`config.mk`:
```
export PLATFORM = sky130hd
export DESIGN_NAME = sha256_msg_schedule_flat
export DESIGN_NICKNAME = d
export VERILOG_FILES = /design/src/rtl/sha256_msg_schedule_if.sv /design/src/rtl/sha256_msg_schedule.sv /design/src/flat_wrapper.sv
export SDC_FILE = /design/constraint.sdc
export NUM_CORES = 1
export LEC_CHECK = 0
export ABC_AREA = 1
export CAP_MARGIN = 30
export CELL_PAD_IN_SITES_DETAIL_PLACEMENT = 2
export CELL_PAD_IN_SITES_GLOBAL_PLACEMENT = 2
export CORE_ASPECT_RATIO = 1.4
export CORE_MARGIN = 2
export CORE_UTILIZATION = 39
export DETAILED_ROUTE_END_ITERATION = 8
export PLACE_DENSITY = 0.93
export SYNTH_ARGS = -nofsm -noshare
export SYNTH_HDL_FRONTEND = slang
export SYNTH_SLANG_ARGS = --single-unit
```
`constraint.sdc`:
```
create_clock -name clock -period 7.7 [get_ports clock]
set_input_delay 0.77 -clock clock [delete_from_list [all_inputs] [get_ports clock]]
set_output_delay 0.77 -clock clock [all_outputs]
set_load 0.05 [all_outputs]
```
`src/rtl/sha256_msg_schedule_if.sv`:
```
// Stream interface for the SHA-256 message schedule block:
// one input word stream (message words) and one output stream (schedule words).
interface sha256_msg_schedule_if;
  logic        in_valid;
  logic        in_ready;
  logic [31:0] in_word;
  logic        out_valid;
  logic        out_ready;
  logic [31:0] out_word;
  logic [5:0]  out_index;
  logic        out_last;
  logic        busy;

  // Producer/consumer side: supplies message words, accepts schedule words
  modport master (
    output in_valid, in_word, out_ready,
    input  in_ready, out_valid, out_word, out_index, out_last, busy
  );

  // Schedule block side
  modport slave (
    input  in_valid, in_word, out_ready,
    output in_ready, out_valid, out_word, out_index, out_last, busy
  );
endinterface

```
`src/rtl/sha256_msg_schedule.sv`:
```
// SHA-256 message schedule expander: loads 16 message words, then emits
// W[0..ROUNDS-1] one per cycle using a 16-entry shift buffer.
module sha256_msg_schedule #(
  parameter int ROUNDS = 64
) (
  input  logic                 clock,
  input  logic                 reset,
  sha256_msg_schedule_if.slave bus
);

  localparam logic [5:0] LAST_T = 6'(ROUNDS - 1);

  typedef enum logic {
    S_LOAD = 1'b0,
    S_EMIT = 1'b1
  } state_t;

  state_t      state_q, state_d;
  logic [31:0] wbuf_q [16];
  logic [31:0] wbuf_d [16];
  logic [3:0]  ld_cnt_q, ld_cnt_d;
  logic [5:0]  t_cnt_q, t_cnt_d;

  logic [31:0] shift_src [15];
  logic [31:0] w_new;
  logic        in_ready;
  logic        out_valid;
  logic        in_accept;
  logic        out_accept;

  function automatic logic [31:0] sigma0(input logic [31:0] x);
    sigma0 = {x[6:0], x[31:7]} ^ {x[17:0], x[31:18]} ^ {3'b000, x[31:3]};
  endfunction

  function automatic logic [31:0] sigma1(input logic [31:0] x);
    sigma1 = {x[16:0], x[31:17]} ^ {x[18:0], x[31:19]} ^ {10'b0, x[31:10]};
  endfunction

  // Lower 15 entries of the buffer after a left shift
  for (genvar gi = 0; gi < 15; gi++) begin : g_shift
    assign shift_src[gi] = wbuf_q[gi + 1];
  end

  // New schedule word W[t+16] from the current window W[t..t+15]
  assign w_new = sigma1(wbuf_q[14]) + wbuf_q[9] + sigma0(wbuf_q[1]) + wbuf_q[0];

  // Handshake and output decode; everything is forced quiet while reset is high
  assign in_ready   = ~reset & (state_q == S_LOAD);
  assign out_valid  = ~reset & (state_q == S_EMIT);
  assign in_accept  = bus.in_valid & in_ready;
  assign out_accept = out_valid & bus.out_ready;

  assign bus.in_ready  = in_ready;
  assign bus.out_valid = out_valid;
  assign bus.out_word  = out_valid ? wbuf_q[0] : 32'd0;
  assign bus.out_index = out_valid ? t_cnt_q : 6'd0;
  assign bus.out_last  = out_valid & (t_cnt_q == LAST_T);
  assign bus.busy      = ~reset & ((ld_cnt_q != 4'd0) | (state_q == S_EMIT));

  // Next-state logic: load shifts in message words, emit shifts in expanded words
  always_comb begin
    state_d  = state_q;
    ld_cnt_d = ld_cnt_q;
    t_cnt_d  = t_cnt_q;
    for (int i = 0; i < 16; i++) begin
      wbuf_d[i] = wbuf_q[i];
    end

    case (state_q)
      S_LOAD: begin
        if (in_accept) begin
          for (int i = 0; i < 15; i++) begin
            wbuf_d[i] = shift_src[i];
          end
          wbuf_d[15] = bus.in_word;
          if (ld_cnt_q == 4'd15) begin
            state_d  = S_EMIT;
            ld_cnt_d = 4'd0;
            t_cnt_d  = 6'd0;
          end else begin
            ld_cnt_d = ld_cnt_q + 4'd1;
          end
        end
      end
      S_EMIT: begin
        if (out_accept) begin
          for (int i = 0; i < 15; i++) begin
            wbuf_d[i] = shift_src[i];
          end
          wbuf_d[15] = w_new;
          if (t_cnt_q == LAST_T) begin
            state_d = S_LOAD;
            t_cnt_d = 6'd0;
          end else begin
            t_cnt_d = t_cnt_q + 6'd1;
          end
        end
      end
      default: begin
        state_d = S_LOAD;
      end
    endcase
  end

  // State registers with synchronous reset discarding any partial block
  always_ff @(posedge clock) begin
    if (reset) begin
      state_q  <= S_LOAD;
      ld_cnt_q <= 4'd0;
      t_cnt_q  <= 6'd0;
      for (int i = 0; i < 16; i++) begin
        wbuf_q[i] <= 32'd0;
      end
    end else begin
      state_q  <= state_d;
      ld_cnt_q <= ld_cnt_d;
      t_cnt_q  <= t_cnt_d;
      for (int i = 0; i < 16; i++) begin
        wbuf_q[i] <= wbuf_d[i];
      end
    end
  end

endmodule

```
`src/flat_wrapper.sv`:
```
// flat-port wrapper written by rule: the top's interface ports become plain ports
module sha256_msg_schedule_flat 
#(
  parameter int ROUNDS = 64
)
  (clock, reset, bus_in_valid, bus_in_word, bus_out_ready, bus_in_ready, bus_out_valid, bus_out_word, bus_out_index, bus_out_last, bus_busy);
  sha256_msg_schedule_if bus_i ();
  input  logic clock;
  input  logic reset;
  input wire logic [$bits(bus_i.in_valid)-1:0] bus_in_valid;
  input wire logic [$bits(bus_i.in_word)-1:0] bus_in_word;
  input wire logic [$bits(bus_i.out_ready)-1:0] bus_out_ready;
  output wire logic [$bits(bus_i.in_ready)-1:0] bus_in_ready;
  output wire logic [$bits(bus_i.out_valid)-1:0] bus_out_valid;
  output wire logic [$bits(bus_i.out_word)-1:0] bus_out_word;
  output wire logic [$bits(bus_i.out_index)-1:0] bus_out_index;
  output wire logic [$bits(bus_i.out_last)-1:0] bus_out_last;
  output wire logic [$bits(bus_i.busy)-1:0] bus_busy;
  assign bus_i.in_valid = bus_in_valid;
  assign bus_i.in_word = bus_in_word;
  assign bus_i.out_ready = bus_out_ready;
  assign bus_in_ready = bus_i.in_ready;
  assign bus_out_valid = bus_i.out_valid;
  assign bus_out_word = bus_i.out_word;
  assign bus_out_index = bus_i.out_index;
  assign bus_out_last = bus_i.out_last;
  assign bus_busy = bus_i.busy;
  sha256_msg_schedule #(.ROUNDS(ROUNDS)) u_core (.clock(clock), .reset(reset), .bus(bus_i));
endmodule
```
==> impl_results.md, run 1 <==
- Metal1 wirelength: between 40000 and 50000 um
- Number of CTS-inserted buffers: 54
- Final Non-Filler Cells: about 4000
- Clk pin slew, worst setup/hold paths: roughly 0.07 ns
- Clk root buf: clkbuf_16
- Max Slew Vio Count: 0
- Post-Syn Area per Cell: 7.48 sq um
- Yosys reg bits: 523
- Worst reg2reg path depth: 18
- Sequential element share of the synthesized area: 44.2%
- Via count: 22500
- TritonCTS clock tree: yes
- GRT Util Overall: a little over a third
- Critical path launch point: u_core.wbuf_q[0][468]$_SDFFE_PP0P_
- CP endpoint: u_core.wbuf_q[0][509]$_SDFFE_PP0P_
- Hold Vio Cnt, Final: 0
- Max Cap Viol: 0
- Remaining antenna violation count: 0
- Number of setup violations in the final report: 0
- Nets: about 3300
- Iter 0 DRT Violations: around 1600
- First-pass iteration count of the detailed router: 6
- P_leak: ~12 nW
- Largest net degree at the start of global routing: approximately 220
- Top Ports: between 70 and 80
- Post-DP HPWL: around 66000 um
- Top layer in use: met5
- First-pass GRT wire length: 168000 um
- Worst-Margin Slew: approximately 1.1 ns
- Top fanout value on the critical path: 5
- Synth cell types: 33
- Layout Skew: about 0.035 ns
- Number of global-route vias before repair: between 20000 and 30000
- Die area: 0.0628 sq mm
- Fmax achieved: roughly 210 MHz
- Worst r2r dst: u_core.wbuf_q[0][509]$_SDFFE_PP0P_
- Synthesized area: 0.0237 sq mm
- Startpoint types: register
- Drt drc: 0
- CP endpoint kind: register
- Setup TNS: 0 ns
- Post-CTS Setup Inserts: 0
- RR Startpoint: u_core.wbuf_q[0][468]$_SDFFE_PP0P_
- WL per Instance: roughly 28 um
- GPL Wtd Cong: a little under 0.9
- Peak VDD IR: between 200 and 250 uV
- Die extent in y: a little under 300 um
- Met3 WL post-DR: ~5500 um
- Syn. warnings: 0
- Post_cts resized: 0
- Die W: 212 um
- Fraction of layout cells with a size suffix above 1: 3.81%
- RSZ-0062 raised after global routing: false
- Max-slew headroom: about 28%
- Initial antenna violation count: 4
- Worst reg-to-reg setup slack: ~3.0 ns
- H-tree Lvls: 2
- Drt total wl: between 100000 and 150000 um
- GRT overflow: 0
- Placed Cells: 3884
- Hold buffer count at cts: 0
- Power Total: between 8 and 9 mW
- Cell count after synthesis: between 3000 and 4000
- Area Overhead vs Synth: 12.9%
- # rows: 106
- I/O Buffers: between 70 and 80
- Drt via density: approximately 5.6
- CTS Buffer Depth: 3
- Power Density: approximately 310 mW/mm^2
- Crit share post-route: 60.6%
- Hold Crit Class: register to register
- Initial Util: 39.5%
- Core Area: about 0.060 sq mm
- Min Tclk post-route: about 4.7 ns
- Worst endpoint required time: slightly above 8 ns
- WP data arrival: 5.23 ns
- Status: complete, no violations
- Met2 WL: approximately 56000 um
- Syn_nets: roughly 3300
- Setup CP Type: register to register
- Clock sink count: 523
- Worst-Skew Late Latency: 0.66 ns
synthesized netlist by cell type (all sizes together):
| library cell | instances | area share (%) |
|---|---|---|
| nor2 | 880 | 14 |
| o21ai | 526 | 11 |
| dfxtp | 523 | 44 |
| inv | 336 | 5.3 |
| nand2 | 250 | 4.0 |
| a21oi | 162 | 3.4 |
| buf | 114 | 3.1 |
| xnor2 | 79 | 2.9 |
| clkbuf | 74 | 1.2 |
| fa | 62 | 5.2 |
| xor2 | 54 | 2.0 |
| nand3 | 46 | 0.97 |
| ha | 34 | 1.8 |
| nor3 | 8 | 0.17 |
| o21bai | 5 | 0.16 |
| a211oi | 3 | 0.095 |
| nand4 | 3 | 0.079 |
| a31oi | 2 | 0.053 |
| and2 | 2 | 0.053 |
| nand3b | 2 | 0.063 |
| nor3b | 2 | 0.084 |
| a21o | 1 | 0.032 |
| a41oi | 1 | 0.037 |
| o211ai | 1 | 0.032 |
| or2 | 1 | 0.026 |
cells in the final DEF (no fill, tap or decap), drive strengths merged:
| master | count |
|---|---|
| nor2 | 880 |
| o21ai | 526 |
| dfxtp | 523 |
| inv | 337 |
| nand2 | 250 |
| a21oi | 162 |
| xnor2 | 79 |
| clkdlybuf4s50 | 77 |
| clkbuf | 71 |
| fa | 62 |
| xor2 | 54 |
| nand3 | 46 |
| ha | 34 |
| buf | 16 |
| bufinv | 11 |
| clkinv | 10 |
| nor3 | 8 |
| clkinvlp | 6 |
| o21bai | 5 |
| diode | 3 |
| a211oi | 3 |
| nand4 | 3 |
| a31oi | 2 |
| and2 | 2 |
| nand3b | 2 |
| nor3b | 2 |
| a41oi | 1 |
| a21o | 1 |
| or2 | 1 |
| o211ai | 1 |
stage by stage:
step	utilization (%)	cell area [sq um]	worst slack [ns]	hold WS, ns
after global placement	41.1	24700	3.51	0.434
after CTS	44.5	26700	3.18	0.472
final	44.6	26800	3.03	0.471
after floorplan	-	23700	4.34	0.421
after global routing	44.6	26800	2.98	0.499
after detailed placement	41.1	24700	3.23	0.469
how the worst min path moves through the flow:
stage / startpoint / slack, ns / endpoint / depth (start not counted)
floorplan: u_core.wbuf_q[0][483]$_SDFFE_PP0P_ / 0.42 / u_core.wbuf_q[0][451]$_SDFFE_PP0P_ / 2
detailed placement: u_core.wbuf_q[0][483]$_SDFFE_PP0P_ / 0.47 / u_core.wbuf_q[0][451]$_SDFFE_PP0P_ / 2
global route: u_core.wbuf_q[0][483]$_SDFFE_PP0P_ / 0.50 / u_core.wbuf_q[0][451]$_SDFFE_PP0P_ / 2
CTS: u_core.wbuf_q[0][483]$_SDFFE_PP0P_ / 0.47 / u_core.wbuf_q[0][451]$_SDFFE_PP0P_ / 2
finish: u_core.wbuf_q[0][483]$_SDFFE_PP0P_ / 0.47 / u_core.wbuf_q[0][451]$_SDFFE_PP0P_ / 2
global placement: u_core.wbuf_q[0][483]$_SDFFE_PP0P_ / 0.43 / u_core.wbuf_q[0][451]$_SDFFE_PP0P_ / 2
sequential cells by signal (all words and copies together) (netlist names):
register	flops
u_core.t_cnt_q	6
u_core.ld_cnt_q	4
u_core.wbuf_q	512
u_core.state_q	1
power by group:
| part | leakage (nW) | internal, mW | total, mW | switching (mW) |
|---|---|---|---|---|
| logic | 6.91 | 0.641 | 2.21 | 1.57 |
| clock network | 0.978 | 1.80 | 3.12 | 1.32 |
| registers | 4.30 | 2.87 | 3.07 | 0.192 |
logic make-up after synthesis:
family,count (synthesis),share of synthesized area [%]
AND/OR/NAND/NOR,1194,19.4
XOR/XNOR,133,4.91
adder cells (fa/ha/maj),96,7.03
AO/OA/AOI/OAI,701,14.9
flip-flops,523,44.2
buffers and inverters,524,9.56
area by class of cell:
type	count	area [sq um]
inverters	336	1280
flip-flops and latches	523	10500
clock buffers	71	1550
repair buffers	93	968
diodes	3	7.51
fillers	6727	33200
well taps	810	1010
multi-input cells	2124	11000
clock inverters	28	495
per-layer routing:
| layer | GRT usage [%] | vias to the layer above |
|---|---|---|
| li1 | - | 9830 |
| met1 | 38.5 | 11400 |
| met2 | 62.7 | 846 |
| met3 | 6.29 | 459 |
| met4 | 26.0 | 2 |
| met5 | 0 | - |
critical path, stage by stage, from the launching register on:
cell,delay (ns)
dfxtp_1,0.63
xnor2_1,0.19
xnor2_1,0.18
fa_1,0.57
inv_1,0.07
fa_1,0.51
inv_1,0.14
ha_1,0.30
inv_1,0.12
fa_1,0.45
inv_1,0.14
nand3_1,0.08
nand3_1,0.23
nand3_1,0.13
nand3_1,0.27
nand2_1,0.13
nand3_1,0.15
nand3_1,0.10
a21oi_1,0.21
Power figures use the tool's default switching activity.
==> inputs of run 2 (changes only) <==
--- a/config.mk
+++ b/config.mk
@@ -11,9 +11,9 @@
 export CELL_PAD_IN_SITES_GLOBAL_PLACEMENT = 2
 export CORE_ASPECT_RATIO = 1.4
 export CORE_MARGIN = 2
-export CORE_UTILIZATION = 39
+export CORE_UTILIZATION = 33
 export DETAILED_ROUTE_END_ITERATION = 8
-export PLACE_DENSITY = 0.93
+export PLACE_DENSITY = 0.84
 export SYNTH_ARGS = -nofsm -noshare
 export SYNTH_HDL_FRONTEND = slang
 export SYNTH_SLANG_ARGS = --single-unit
==> constraint.sdc (replaced) <==
create_clock -name clock -period 3.8 [get_ports clock]
set_input_delay 0.38 -clock clock [delete_from_list [all_inputs] [get_ports clock]]
set_output_delay 0.38 -clock clock [all_outputs]
set_load 0.05 [all_outputs]
==> impl_results.md, run 2 (synthesis results as in run 1) <==
- Status: finished, violations left
- Failing checks: negative setup slack
- Drt total wl: roughly 120000 um
- I/O Buffers: just under 80
- WL per Instance: roughly 28 um
- Final worst slack: -0.508 ns
- Top Ports: 78
- Die W: around 230 um
- Critical path's top delay family: adder cells
- Hold Crit Class: input port to register
- Setup TNS: -4.58 ns
- Reg with most FFs: u_core.wbuf_q
- Largest net degree at the start of global routing: around 140
- Max Cap Viol: 0
- Remaining antenna violation count: 0
- Commonest non-fill, non-tap cell in the layout: nor2_1
- Area Overhead vs Synth: 20.8%
- P_leak: around 13 nW
- TritonCTS clock tree: yes
- Hold Vio Cnt, Final: 0
- CTS Buffer Depth: 3
- Max FFs per register: between 500 and 600
- Worst endpoint required time: 4.32 ns
- Number of global-route vias before repair: between 20000 and 25000
- WP data arrival: about 4.8 ns
- Most frequent cells in the layout: nor2_1, dfxtp_1, inv_1, o21ai_0, o21ai_1
- Initial antenna violation count: 5
- Fmax achieved: around 230 MHz
- CP bufs+invs: 3
- Drt drc: 0
- GRT Util Overall: 27.3%
- # rows: between 100 and 150
- Post-DP HPWL: 64100 um
- Crit share post-route: 113%
- First-pass GRT wire length: ~150000 um
- Worst-Margin Slew: between 1 and 1.5 ns
- Max-slew headroom: 21.7%
- Via count: 23100
- H-tree Lvls: 2
- First-pass iteration count of the detailed router: 6
- Crit path top cell by count: nand2_1
- Core Area: just over 0.07 sq mm
- Worst-Skew Late Latency: between 0.6 and 0.7 ns
- Top flop regs: u_core.wbuf_q x512, u_core.t_cnt_q x6, u_core.ld_cnt_q x4
- Initial Util: about a third
- Setup CP Type: register to register
- GPL Wtd Cong: ~0.91
- Slowest library cell on the worst path: fa_1
- Number of setup violations in the final report: 22
- Clk root buf: clkbuf_16
- CP endpoint kind: register
- Critical Path, Cell by Cell: buf_4, xor2_1, fa_1, inv_1, fa_1, inv_1, ha_1, nand2_1, nor2_1, nand2_1, nor2_1, nand2_1, nand2_1, nand2_1, nand3_1, a21oi_1
- Min Tclk post-route: 4.31 ns
- Worst Setup Slack post-DPL: -0.221 ns
- Startpoint types: register
- RSZ-0062 raised after global routing: true
- Clock sink count: 523
- GRT overflow: 0
- Hold buffer count at cts: 0
- Max Slew Vio Count: 0
- Largest stage delay, worst path: between 0.6 and 0.7 ns
- Power Density: between 600 and 700 mW/mm^2
- Number of CTS-inserted buffers: 53
- Die extent in y: 321 um
- Fraction of layout cells with a size suffix above 1: roughly an eighth
- Peak VDD IR: 345 uV
- Finished Core Util: between 40% and 50%
- Layout Skew: between 0.04 and 0.05 ns
- Iter 0 DRT Violations: ~1800
- Drt via density: approximately 5.5
- Top fanout value on the critical path: 5
- Nets: roughly 3300
- Die area: approximately 0.074 sq mm
- Clk pin slew, worst setup/hold paths: around 0.080 ns
run 2: cell types whose count changed in the layout (fill, tap and decap cells not counted), sizes merged:
cell and change:
clkdlybuf4s50 -39, clkinvlp -3, buf +115, bufinv -6, clkinv +8, diode -2
run 2: worst reg2reg max path, cell delays in order (launching register included):
cell and delay [ns]:
dfxtp_1 0.58, buf_4 0.25, xor2_1 0.43, fa_1 0.55, inv_1 0.31, fa_1 0.62
inv_1 0.07, ha_1 0.40, nand2_1 0.12, nor2_1 0.18, nand2_1 0.12, nor2_1 0.15
nand2_1 0.10, nand2_1 0.09, nand2_1 0.06, nand3_1 0.07, a21oi_1 0.08
run 2: path summary, 6_finish.rpt:
kind                                            from                                  to  slack, ns  cells after the start
setup / recovery  u_core.wbuf_q[0][462]$_SDFFE_PP0P_  u_core.wbuf_q[0][510]$_SDFFE_PP0P_      -0.51                     16
hold / removal                        bus_in_word[0]  u_core.wbuf_q[0][480]$_SDFFE_PP0P_       0.36                      3
setup reg to reg  u_core.wbuf_q[0][462]$_SDFFE_PP0P_  u_core.wbuf_q[0][510]$_SDFFE_PP0P_      -0.51                     16
hold reg to reg   u_core.wbuf_q[0][144]$_SDFFE_PP0P_  u_core.wbuf_q[0][112]$_SDFFE_PP0P_       0.49                      2
run 2: metal layers:
layer	track usage (%)	vias to the layer above	share of wire (%)	routed length, um
met1	29.1	11600	37	43400
met5	0	-	0.040	47
met2	48.4	905	49	58000
met4	19.0	8	8.7	10400
met3	5.04	525	5.9	7030
li1	-	9988	-	-
run 2: layout make-up:
class                           count  area, sq um
Clock inverter                     27          287
Tap cell                          944         1180
Inverter                          336         1280
Fill cell                        7870        42600
Sequential cell                   523        10600
Antenna cell                        1         2.50
Clock buffer                       71         1510
Timing Repair Buffer              169         2080
Multi-Input combinational cell   2124        11700
run 2: repair_timing:
item                                   CTS  global route
pin swaps                                1            19
endpoints found under the hold margin    0             0
cloned                                   0             0
setup buffers                            0             3
setup endpoints to repair               27            25
gates resized for setup                 51           156
run 2: where the power goes:
part | switching (mW) | total [mW] | leakage (nW) | internal [mW]
Sequential | 0.383 | 6.21 | 4.33 | 5.82
Clock | 2.58 | 5.72 | 0.886 | 3.14
Combinational | 3.63 | 5.42 | 7.66 | 1.79
Total | 6.60 | 17.3 | 12.9 | 10.7
run 2: through the flow:
step	instances	hold slack, ns	total power [mW]	area (sq um)
after floorplan	3171	0.421	8.70	23700
after global placement	4093	0.433	10.1	26000
after detailed placement	4093	0.446	10.4	26000
after CTS	4191	0.338	16.2	27900
after global routing	4195	0.390	17.9	28600
final	4195	0.360	17.3	28600
==> inputs of run 3 (changes only) <==
--- a/config.mk
+++ b/config.mk
@@ -9,7 +9,7 @@
 export CAP_MARGIN = 30
 export CELL_PAD_IN_SITES_DETAIL_PLACEMENT = 2
 export CELL_PAD_IN_SITES_GLOBAL_PLACEMENT = 2
-export CORE_ASPECT_RATIO = 1.4
+export CORE_ASPECT_RATIO = 1.5
 export CORE_MARGIN = 2
 export CORE_UTILIZATION = 33
 export DETAILED_ROUTE_END_ITERATION = 8
==> impl_results.md, run 3 (synthesis results as in run 1) <==
- Hold buffer count at cts: 0
- Peak VDD IR: roughly 310 uV
- Top flop regs: u_core.wbuf_q x512, u_core.t_cnt_q x6, u_core.ld_cnt_q x4
- Worst-Skew Late Latency: about 0.64 ns
- Slowest library cell on the worst path: dfxtp_1
- # rows: 120
- H-tree Lvls: 2
- # diodes: 0
- Die W: between 200 and 250 um
- Finished Core Util: between 40% and 50%
- Most frequent cells in the layout: nor2_1, dfxtp_1, inv_1, o21ai_0, o21ai_1
- Worst-Margin Slew: ~0.82 ns
- GRT Util Overall: roughly 27%
- Post-Place Cell Area: 0.0261 sq mm
- Critical Path, Cell by Cell: buf_4, xor2_1, fa_1, inv_1, fa_1, inv_1, ha_4, nand2_2, inv_1, nand2_1, nand2_1, nand2_1, nand2_1, a21oi_2, nand2_1, nand2_1, nand3_1, a21oi_1
- Top fanout value on the critical path: 4
- Number of global-route vias before repair: between 20000 and 25000
- Crit path top cell by count: nand2_1
- Final Instance Area: between 0.02 and 0.03 sq mm
- HP Start: bus_in_word[0]
- Net switching share of the total power: a little under two fifths
- Clock sink count: between 500 and 600
- Via count: 23100
- Critical path's top delay family: adder cells
- Layout Skew: 0.0281 ns
- Number of CTS-inserted buffers: 50
- Failing checks: negative setup slack
- WL per Instance: 27.4 um
- WP data arrival: about 4.6 ns
- Int Pwr: around 11 mW
- Drt drc: 0
- Largest net degree at the start of global routing: 153
- Die area: around 0.074 sq mm
- Status: finished, violations left
- Final worst slack: -0.256 ns
- Area Overhead vs Synth: 21.0%
- Setup CP Type: register to register
- Final Non-Filler Cells: approximately 4200
- Hold Slack: approximately 0.33 ns
- Initial Util: between 30% and 40%
- Power Density: 608 mW/mm^2
- Min Tclk post-route: 4.06 ns
- Max Cap Viol: 0
- Startpoint types: register
- Reg with most FFs: u_core.wbuf_q
- Fraction of layout cells with a size suffix above 1: 12.0%
- Clk root buf: clkbuf_16
- CP endpoint kind: register
- Post-DP HPWL: around 63000 um
- GRT overflow: 0
- Core Area: 0.0713 sq mm
- RR Startpoint: u_core.wbuf_q[0][459]$_SDFFE_PP0P_
- Commonest non-fill, non-tap cell in the layout: nor2_1
- Initial antenna violation count: 0
- Hold Vio Cnt, Final: 0
- Drt total wl: ~110000 um
- Worst reg2reg path depth: 18
- Critical path depth: 18
- Placed Cells: about 4100
- Critical path launch point: u_core.wbuf_q[0][459]$_SDFFE_PP0P_
- Fmax achieved: around 250 MHz
- Top Ports: 78
- Nets: approximately 3300
- Max-slew headroom: 45.2%
- Crit share post-route: 107%
- Gate power share: 31.2%
- Reg power frac: a little over a third
- Remaining antenna violation count: 0
- TritonCTS clock tree: yes
- Iter 0 DRT Violations: 1686
- GPL Wtd Cong: between 0.8 and 0.9
- Clk pin slew, worst setup/hold paths: 0.08 ns
- I/O Buffers: 77
- Hold path depth: 3
- Worst endpoint required time: 4.35 ns
- CTS Buffer Depth: 3
- Number of setup violations in the final report: 22
- Max Slew Vio Count: 0
- Die extent in y: ~330 um
- First-pass GRT wire length: between 150000 and 200000 um
- Largest stage delay, worst path: roughly 0.59 ns
- P_sw: around 6.4 mW
- Max FFs per register: a little over 500
- Clock share of power: about a third
- CP bufs+invs: 4
- Hold Crit Class: input port to register
- Drt via density: approximately 5.5
- Power Total: 17.4 mW
- First-pass iteration count of the detailed router: 6
- P_leak: about 13 nW
run 3: changes by cell type in the layout (fill, tap and decap cells not counted), moves of 6 or more:
| cell | change |
|---|---|
| ha_1 | -8 |
| dfxtp_4 | -9 |
| dfxtp_1 | +9 |
| ha_2 | +6 |
| xnor2_4 | -6 |
| buf_12 | +6 |
| clkinv_2 | -7 |
run 3: tightest hold or removal path: stages:
cell,delay (ns)
clkdlybuf4s50_1,0.40
nand2_1,0.07
a31oi_1,0.07
run 3: power by group through the flow:
stage / combinational, mW / sequential, mW / clock [mW]
global placement: 3.96 / 6.19 / 0
CTS: 4.55 / 6.13 / 5.86
global route: 5.72 / 6.18 / 6.11
floorplan: 2.60 / 6.10 / 0
detailed placement: 4.22 / 6.21 / 0
finish: 5.43 / 6.17 / 5.84
run 3: worst paths after layout:
kind	end	slack, ns
max reg2reg	u_core.wbuf_q[0][511]$_SDFFE_PP0P_	-0.26
min reg2reg	u_core.wbuf_q[0][206]$_SDFFE_PP0P_	0.48
max	u_core.wbuf_q[0][511]$_SDFFE_PP0P_	-0.26
min	u_core.wbuf_q[0][480]$_SDFFE_PP0P_	0.33
run 3: repair_timing:
item                                    4_1_cts  5_1_grt
endpoints found under the setup margin       25       26
setup buffers                                 0        6
pin swaps                                     1       13
gates resized for setup                      54      129
run 3: layer usage:
metal | share of wire (%) | wire [um] | vias to the layer above | GRT usage, %
met3 | 4.7 | 5360 | 446 | 3.59
met5 | 0 | 0 | - | 0
met2 | 50 | 57200 | 912 | 49.0
li1 | - | - | 10000 | -
met4 | 8.2 | 9310 | 0 | 16.2
met1 | 37 | 42300 | 11700 | 29.3
run 3: through the flow:
step	setup WS [ns]	setup TNS (ns)
after global routing	-0.242	-3.55
final	-0.256	-1.47
after global placement	-0.102	-0.163
after detailed placement	-0.185	-1.39
after CTS	-0.0104	-0.0104
after floorplan	0.500	0
run 3: cell type report:
| type | instances | area (sq um) |
|---|---|---|
| clock buffers | 68 | 1490 |
| clock inverters | 25 | 358 |
| fillers | 7929 | 42600 |
| inverters | 336 | 1280 |
| multi-input cells | 2124 | 11600 |
| flip-flops and latches | 523 | 10500 |
| well taps | 915 | 1140 |
| repair buffers | 179 | 2230 |
